--- src/rtl/redis_cache_host_seq.sv ---
// Host-side sequencer for the redis cache register block: writes KEY/DATA/CTRL,
// polls CTRL.busy, reads DATA back and returns it on a valid/ready response port.
module redis_cache_host_seq #(
  parameter int unsigned PollLimit = 1024,
  parameter int unsigned OpWidth   = 3
) (
  input  logic               clk_i,
  input  logic               rst_i,
  input  logic               cmd_valid_i,
  output logic               cmd_ready_o,
  input  logic [OpWidth-1:0] cmd_op_i,
  input  logic [31:0]        cmd_key_i,
  input  logic [63:0]        cmd_data_i,
  output logic               rsp_valid_o,
  input  logic               rsp_ready_i,
  output logic [63:0]        rsp_data_o,
  output logic               rsp_err_o,
  output logic               bus_req_o,
  input  logic               bus_gnt_i,
  output logic               bus_we_o,
  output logic [3:0]         bus_addr_o,
  output logic [31:0]        bus_wdata_o,
  output logic [3:0]         bus_be_o,
  input  logic               bus_rvalid_i,
  input  logic [31:0]        bus_rdata_i
);

  localparam int unsigned    CntW    = $clog2(PollLimit + 1);
  localparam logic [CntW-1:0] PollMax = CntW'(PollLimit);

  localparam logic [3:0] AddrDataLo = 4'h0;
  localparam logic [3:0] AddrDataHi = 4'h4;
  localparam logic [3:0] AddrKey    = 4'h8;
  localparam logic [3:0] AddrCtrl   = 4'hC;

  typedef enum logic [3:0] {
    S_IDLE, S_WR_KEY, S_WR_DLO, S_WR_DHI, S_WR_CTRL, S_POLL, S_RD_DLO, S_RD_DHI, S_RESP
  } state_e;

  state_e             state_q, state_d;
  logic               wait_rv_q, wait_rv_d;
  logic [CntW-1:0]    cnt_q, cnt_d;
  logic [OpWidth-1:0] op_q, op_d;
  logic [63:0]        data_q, data_d;
  logic               cmd_ready_q, cmd_ready_d;
  logic               rsp_valid_q, rsp_valid_d;
  logic [63:0]        rsp_data_q, rsp_data_d;
  logic               rsp_err_q, rsp_err_d;
  logic               bus_req_q, bus_req_d;
  logic               bus_we_q, bus_we_d;
  logic [3:0]         bus_addr_q, bus_addr_d;
  logic [31:0]        bus_wdata_q, bus_wdata_d;
  logic               launch;

  always_ff @(posedge clk_i) begin
    if (rst_i) begin
      state_q     <= S_IDLE;
      wait_rv_q   <= 1'b0;
      cnt_q       <= '0;
      op_q        <= '0;
      data_q      <= '0;
      cmd_ready_q <= 1'b1;
      rsp_valid_q <= 1'b0;
      rsp_data_q  <= '0;
      rsp_err_q   <= 1'b0;
      bus_req_q   <= 1'b0;
      bus_we_q    <= 1'b0;
      bus_addr_q  <= '0;
      bus_wdata_q <= '0;
    end else begin
      state_q     <= state_d;
      wait_rv_q   <= wait_rv_d;
      cnt_q       <= cnt_d;
      op_q        <= op_d;
      data_q      <= data_d;
      cmd_ready_q <= cmd_ready_d;
      rsp_valid_q <= rsp_valid_d;
      rsp_data_q  <= rsp_data_d;
      rsp_err_q   <= rsp_err_d;
      bus_req_q   <= bus_req_d;
      bus_we_q    <= bus_we_d;
      bus_addr_q  <= bus_addr_d;
      bus_wdata_q <= bus_wdata_d;
    end
  end

  always_comb begin
    state_d     = state_q;
    wait_rv_d   = wait_rv_q;
    cnt_d       = cnt_q;
    op_d        = op_q;
    data_d      = data_q;
    rsp_valid_d = rsp_valid_q;
    rsp_data_d  = rsp_data_q;
    rsp_err_d   = rsp_err_q;
    bus_req_d   = bus_req_q;
    bus_we_d    = bus_we_q;
    bus_addr_d  = bus_addr_q;
    bus_wdata_d = bus_wdata_q;
    launch      = 1'b0;

    case (state_q)
      S_IDLE: begin
        if (cmd_valid_i) begin
          state_d    = S_WR_KEY;
          op_d       = cmd_op_i;
          data_d     = cmd_data_i;
          rsp_data_d = '0;
          rsp_err_d  = 1'b0;
          launch     = 1'b1;
        end
      end
      S_RESP: begin
        if (rsp_ready_i) begin
          rsp_valid_d = 1'b0;
          cnt_d       = '0;
          state_d     = S_IDLE;
        end
      end
      default: begin
        // rvalid is only honoured once the grant has been taken
        if (bus_req_q && bus_gnt_i) begin
          bus_req_d = 1'b0;
          wait_rv_d = 1'b1;
        end else if (wait_rv_q && bus_rvalid_i) begin
          wait_rv_d = 1'b0;
          case (state_q)
            S_WR_KEY:  begin state_d = S_WR_DLO;  launch = 1'b1; end
            S_WR_DLO:  begin state_d = S_WR_DHI;  launch = 1'b1; end
            S_WR_DHI:  begin state_d = S_WR_CTRL; launch = 1'b1; end
            S_WR_CTRL: begin state_d = S_POLL;    launch = 1'b1; end
            S_POLL: begin
              if (!bus_rdata_i[0]) begin
                state_d = S_RD_DLO;
                launch  = 1'b1;
              end else if (cnt_q < PollMax) begin
                launch = 1'b1;
              end else begin
                state_d     = S_RESP;
                rsp_valid_d = 1'b1;
                rsp_err_d   = 1'b1;
                rsp_data_d  = '0;
              end
            end
            S_RD_DLO: begin
              rsp_data_d[31:0] = bus_rdata_i;
              state_d          = S_RD_DHI;
              launch           = 1'b1;
            end
            S_RD_DHI: begin
              rsp_data_d[63:32] = bus_rdata_i;
              state_d           = S_RESP;
              rsp_valid_d       = 1'b1;
            end
            default: state_d = S_IDLE;
          endcase
        end
      end
    endcase

    // Load the request for the state being entered (or re-entered for a poll)
    if (launch) begin
      bus_req_d   = 1'b1;
      bus_we_d    = 1'b1;
      bus_wdata_d = '0;
      case (state_d)
        S_WR_KEY:  begin bus_addr_d = AddrKey;    bus_wdata_d = cmd_key_i;      end
        S_WR_DLO:  begin bus_addr_d = AddrDataLo; bus_wdata_d = data_q[31:0];   end
        S_WR_DHI:  begin bus_addr_d = AddrDataHi; bus_wdata_d = data_q[63:32];  end
        S_WR_CTRL: begin bus_addr_d = AddrCtrl;   bus_wdata_d = 32'({op_q, 1'b1}); end
        S_POLL: begin
          bus_we_d   = 1'b0;
          bus_addr_d = AddrCtrl;
          cnt_d      = cnt_q + CntW'(1);
        end
        S_RD_DLO: begin bus_we_d = 1'b0; bus_addr_d = AddrDataLo; end
        S_RD_DHI: begin bus_we_d = 1'b0; bus_addr_d = AddrDataHi; end
        default:  begin bus_req_d = 1'b0; bus_we_d = 1'b0; end
      endcase
    end

    cmd_ready_d = (state_d == S_IDLE);
  end

  assign cmd_ready_o = cmd_ready_q;
  assign rsp_valid_o = rsp_valid_q;
  assign rsp_data_o  = rsp_data_q;
  assign rsp_err_o   = rsp_err_q;
  assign bus_req_o   = bus_req_q;
  assign bus_we_o    = bus_we_q;
  assign bus_addr_o  = bus_addr_q;
  assign bus_wdata_o = bus_wdata_q;
  assign bus_be_o    = 4'hF;

endmodule

--- config.mk ---
export PLATFORM = sky130hd
export DESIGN_NAME = redis_cache_host_seq
export DESIGN_NICKNAME = d
export VERILOG_FILES = /design/src/rtl/redis_cache_host_seq.sv
export SDC_FILE = /design/constraint.sdc
export NUM_CORES = 1
export LEC_CHECK = 0
export CORE_MARGIN = 5
export CORE_UTILIZATION = 31
export CTS_CLUSTER_DIAMETER = 30
export DETAILED_ROUTE_END_ITERATION = 10
export DONT_BUFFER_PORTS = 1
export PLACE_DENSITY = 0.45
export RECOVER_POWER = 50
export SYNTH_ARGS = -nofsm -noshare
export SYNTH_HDL_FRONTEND = slang
export SYNTH_SLANG_ARGS = --single-unit
--- constraint.sdc ---
create_clock -name clk_i -period 2.15 [get_ports clk_i]
set_clock_uncertainty 0.2 [all_clocks]
set_input_delay 0 -clock clk_i [delete_from_list [all_inputs] [get_ports clk_i]]
set_output_delay 0 -clock clk_i [all_outputs]
set_load 0.05 [all_outputs]
-- Word-level counts from Yosys, hierarchy flattened
Cells that the tools add are included.
- bitwise logic cells: 3
- eq/ne operators: 25
- $add $sub $neg: 1
- order comparisons: 1
- reductions and logical operators: 29
- multiplexer cells: 48
- div/mod/pow operators: 0
- multipliers: 0
- shift operators: 0
- operators by type and width (operator ; count):
    64-bit two-way mux ; 5
    32-bit case mux with 2 select lines ; 2
    32-bit case mux with 4 select lines ; 1
    64-bit case mux with 2 select lines ; 1
    11-bit two-way mux ; 4
    4-bit by 3-bit == test with 1-bit output (second input constant) ; 8
    4-bit case mux with 7 select lines ; 1
    7-bit AND reduction ; 4
    4-bit two-way mux ; 6
    1-bit two-way mux ; 21
    4-bit by 2-bit == test with 1-bit output (second input constant) ; 4
    4-bit case mux with 4 select lines ; 1
    3-bit by 2-bit != test with 1-bit output (second input constant) ; 4
    2-bit nonzero test ; 6
    11-bit by 1-bit adder with 11-bit output (second input constant) ; 1
    11-bit less-than comparator (second input constant) ; 1
    1-bit case mux with 2 select lines ; 5
    3-bit nonzero test ; 3
    4-bit by 1-bit == test with 1-bit output (second input constant) ; 2
    4-bit zero test ; 2
    2-bit by 1-bit != test with 1-bit output (second input constant) ; 4
    4-bit case mux with 2 select lines ; 1
    2-bit AND reduction ; 4
    2-bit OR reduction ; 4
    8 further kinds ; 12
- memory bits (read-only): 0
- bits in latches: 0
- output and inout bits: 109
- bits in writable memories: 0
- register bits: 188
- memories: 0
- logic and storage cells: 121

-- Longest topological paths before layout
- word-level depth: 11
- mapped depth: 10
- gate-level depth less buffers: 7

-- Least setup slack after synthesis
OpenSTA, ideal clock, no wires.
- kind: reg2reg
- start: register bus_req_q, in the netlist bus_req_o
- end: register bus_wdata_q[10], in the netlist bus_wdata_o[10]
- buffers on the path: 1
- arrival time: 2.246 ns
- stages on the path, launching flop included: 8
- path slack: -0.384 ns
- clock period less this slack: 2.534 ns
- path through: dfxtp_1 -> nand2_1 -> a41o_1 -> a22o_1 -> nor4_4 -> buf_6 -> a22oi_1 -> a311oi_2
- longest elaborated chain between the ends: 5
- RTL lines (item ; line ; text):
    from (decl) ; 49 ; logic bus_req_q, bus_req_d;
    from (signal assigned) ; 80 ; bus_req_q <= bus_req_d;
    1-bit logical AND * ; 122 ; if (bus_req_q && bus_gnt_i) begin
    4-bit two-way mux ; 122 ;
    4-bit case mux with 2 select lines ; 102 ; case (state_q)
    4-bit by 3-bit == test with 1-bit output, or another cell as far along ; 166 ; case (state_d)
    32-bit case mux with 4 select lines ; 166 ;
    to (signal assigned) ; 83 ; bus_wdata_q <= bus_wdata_d;
    to (decl) ; 52 ; logic [31:0] bus_wdata_q, bus_wdata_d;
Mark *: on every way between the ends. The rest lies on a longest branch, timed or not.
A chain may end at the register's enable or synchronous reset.

-- Final worst setup path
- start: register state_q[2]
- end: register bus_wdata_q[31], in the netlist bus_wdata_o[31]
- longest elaborated chain between the ends: 8
- RTL lines (item ; line ; text):
    from (decl) ; 40 ; state_e state_q, state_d;
    from (signal assigned) ; 71 ; state_q <= state_d;
    4-bit two-way mux ; 136 ; end else if (cnt_q < PollMax) begin
    4-bit two-way mux ; 133 ; if (!bus_rdata_i[0]) begin
    4-bit case mux with 7 select lines ; 127 ; case (state_q)
    4-bit two-way mux ; 125 ; end else if (wait_rv_q && bus_rvalid_i) begin
    4-bit two-way mux ; 122 ;
    4-bit case mux with 2 select lines ; 102 ;
    4-bit by 3-bit == test with 1-bit output, or another cell as far along ; 166 ;
    32-bit case mux with 4 select lines ; 166 ;
Parallel ways exist; a longest one is shown, timed or not.

==> results.yml <==
yosys:
  synthTopCellsByArea: "dfxtp_1 48%, nand2_1 12%, a21oi_1 9.0%, nand3_1 5.1%, a311oi_2 4.8%"
  yosys.area.top_type: "dfxtp_1"
  synth_flop_cell: "dfxtp_1"
  yosysWarnings: 0
  ys_types: 60
  yosysMostFrequentCell: "nand2_1"
  synth.avg_cell_area_um2: 8.188
  ys_async_sr_fraction: 0
  netlist_instances: 956
  ys_seq_elements: 186
  synth-edff-count: 0
  synth_commonest_cells: "241 x nand2_1, 186 x dfxtp_1, 141 x a21oi_1"
  synth_top_area_frac: 0.4757
  seq_area_frac_synth: 0.4757
  synth.cell_area_um2: 7828
clock_tree:
  cts_buffers: 17
  clockBufferDepth: 2
  worstSkewPairLatency_ns: 0.43
  holdBufCountCts: 34
  clock-sinks: 186
  clk_pin_slew_ns: 0.08
  cts-root-buf: "clkbuf_16"
  htree_levels: 4
  cts_tree: "built"
global_route:
  grt_pass1_vias: 7413
  overflow: 0
  gr-usage-met3: 0.07473
  grt_usage: 0.1924
  grt_use_met1: 0.2393
  gr-max-usage-layer: "met2"
  grt_use_met2: 0.3153
  grt_max_degree: 149
  grt_pass1_wl_um: 43350
  antenna_found_initial: 2
worst_setup_path:
  worstSetupPathType: "register to register"
  crit_required_ns: 2.26
  slowest_stage: "dfxtp_4"
  start_kind: "register"
  critPathArrivalTime_ns: 2.52
  crit_top_cell: "buf_6"
  crit_path_end_kind: "register"
  crit_family: "buffers and inverters"
  path_cells: "buf_6 -> buf_6 -> nor4bb_4 -> nand3_2 -> nand3_4 -> buf_12 -> buf_6 -> nand2_4 -> o21bai_4 -> buf_6 -> clkbuf_16 -> a311oi_1"
  slowest_delay_ns: 0.36
  cp_max_fo: 5
  critPathBufInv: 6
pwr:
  max-vdd-ir-drop_mv: 0.4024
  total_power_mw: 8.171
  power_density_nw_per_um2: 727.6
  p_leak_nw: 3.984
sta:
  final_hold_viol_count: 182
  fin_crit_sh: 1.122
  setup_ws_ns: -0.2626
  drv_slew: 0
  rsz0062_at_grt: "yes"
  timing.hold.ws_ns: -0.5359
  worstMarginPinSlew_ns: 0.7975
  relSlewSlack: 0.4683
  fin_crit_ns: 2.413
  setup_viol: 76
  max_freq_ghz: 0.4145
final_layout:
  final_cells: 1444
  utilization: 0.4486
  drive_gt1_frac: 0.3043
  diodes: 0
  syn_to_final_growth_pct: 43.48
  fin_nets: 1239
floorplan:
  placementRows: 58
  coreArea_um2: 25040
  io-pin-count: 246
  dieArea_um2: 28530
  start_util: 0.3126
  die_width_um: 168.9
  die_h_um: 168.9
min_path:
  hold_class: "input pin to register"
route:
  ant_nets: 0
  drc: 0
  drt_iter0_markers: 377
  vias_per_cell: 5.150
  first_pass_iters: 4
  vias: 7437
  routedWlPerCell_um: 19.94
  routed_wl_um: 28790
place:
  place_inst: 1330
  pre_cts_slack_ns: -0.3772
  hpwl_um: 17150
  gp_congestion: 0.7991
  portBuffers: 0
status:
  status: "finished, violations left"
  violations: "negative hold slack, negative setup slack"
run:
  maxCapViolCount: 0
==> power by group <==
| group | total [mW] | internal [mW] | switching, mW |
|---|---|---|---|
| sequential | 3.67 | 3.58 | 0.0972 |
| clock | 3.07 | 1.53 | 1.54 |
| combinational | 1.43 | 0.570 | 0.860 |
| total | 8.17 | 5.67 | 2.50 |
==> kinds of logic (layout without fill, tap and decap cells) <==
| kind of cell | after synthesis | in the layout | share of synthesized area |
|---|---|---|---|
| AO/OA/AOI/OAI | 250 | 250 | 0.2206 |
| XOR/XNOR | 2 | 2 | 0.002238 |
| other | 2 | 6 | 0.0009594 |
| AND/OR/NAND/NOR | 422 | 422 | 0.2409 |
| adder cells (fa/ha/maj) | 1 | 1 | 0.001598 |
| buffers and inverters | 91 | 245 | 0.05515 |
| flip-flops | 186 | 186 | 0.4757 |
| multiplexers | 2 | 2 | 0.002877 |
==> metrics by stage <==
stage               area [um^2]  TNS, ns  hold WS [ns]
finish                    11230   -11.90       -0.5359
global route              11230   -18.66       -0.5719
detailed placement         9045   -14.82       -0.1006
CTS                       10910   -10.70       -0.5629
global placement           9045   -11.94       -0.1061
floorplan                  7891   -2.852       -0.1191
==> registers in the layout, indices dropped and copies added, names as in the netlist <==
register and cells:
state_q 4, wait_rv_q 1, cmd_ready_o 1, rsp_err_o 1
rsp_data_o 64, cnt_q 11, bus_we_o 1, bus_addr_o 2
data_q 64, bus_req_o 1, bus_wdata_o 32, rsp_valid_o 1
op_q 3
==> path summary, 6_finish.rpt <==
check,cells after the start,end,slack (ns),start
worst max-delay path,12,bus_wdata_o[31]$_SDFFE_PP0P_,-0.26,state_q[2]$_SDFF_PP0_
worst min-delay path,1,state_q[1]$_SDFF_PP0_,-0.54,rst_i
worst max register to register,12,bus_wdata_o[31]$_SDFFE_PP0P_,-0.26,state_q[2]$_SDFF_PP0_
worst min register to register,2,rsp_data_o[41]$_SDFFE_PP0P_,0.26,rsp_data_o[41]$_SDFFE_PP0P_
==> final cells by class <==
class | count | area [um^2]
sequential | 186 | 3742
clock inverter | 15 | 127.6
fill | 2535 | 13810
tap | 330 | 412.9
timing repair buffer | 206 | 1967
clock buffer | 17 | 425.4
inverter | 7 | 26.28
multi-input combinational | 683 | 4529
==> cell usage in the layout (no fill, tap or decap), types with 6 or more instances in the layout <==
master and count:
a22oi_1 22, dlygate4sd3_1 34, dfxtp_1 181, buf_6 29, buf_16 7, nand2_1 209
nand2b_1 6, a21oi_1 102, a21o_1 6, inv_1 7, clkbuf_1 49, nand3_2 15
nand2_2 6, a311oi_2 25, clkbuf_16 18, and3_1 6, nand3_1 58, buf_4 65
a22oi_2 16, conb_1 6, nand3_4 7, nor2_1 49, nand2_4 27, a21oi_2 39
buf_12 19
==> timing repair <==
item / 4_1_cts / 5_1_grt
setup buffers: 37 / 7
endpoints found under the setup margin: 85 / 157
pin swaps: 33 / 68
gates cloned: 14 / 2
gates resized for setup: 89 / 161
endpoints found under the hold margin: 185 / 183
==> per-layer routing <==
metal,wire length [um],part of all wire,vias to the layer above
met2,13390,0.47,236
met4,398,0.014,4
li1,-,-,3613
met1,12170,0.42,3557
met5,23,0.00080,-
met3,2803,0.097,27
Note: power is estimated with default switching activity, not from simulation.
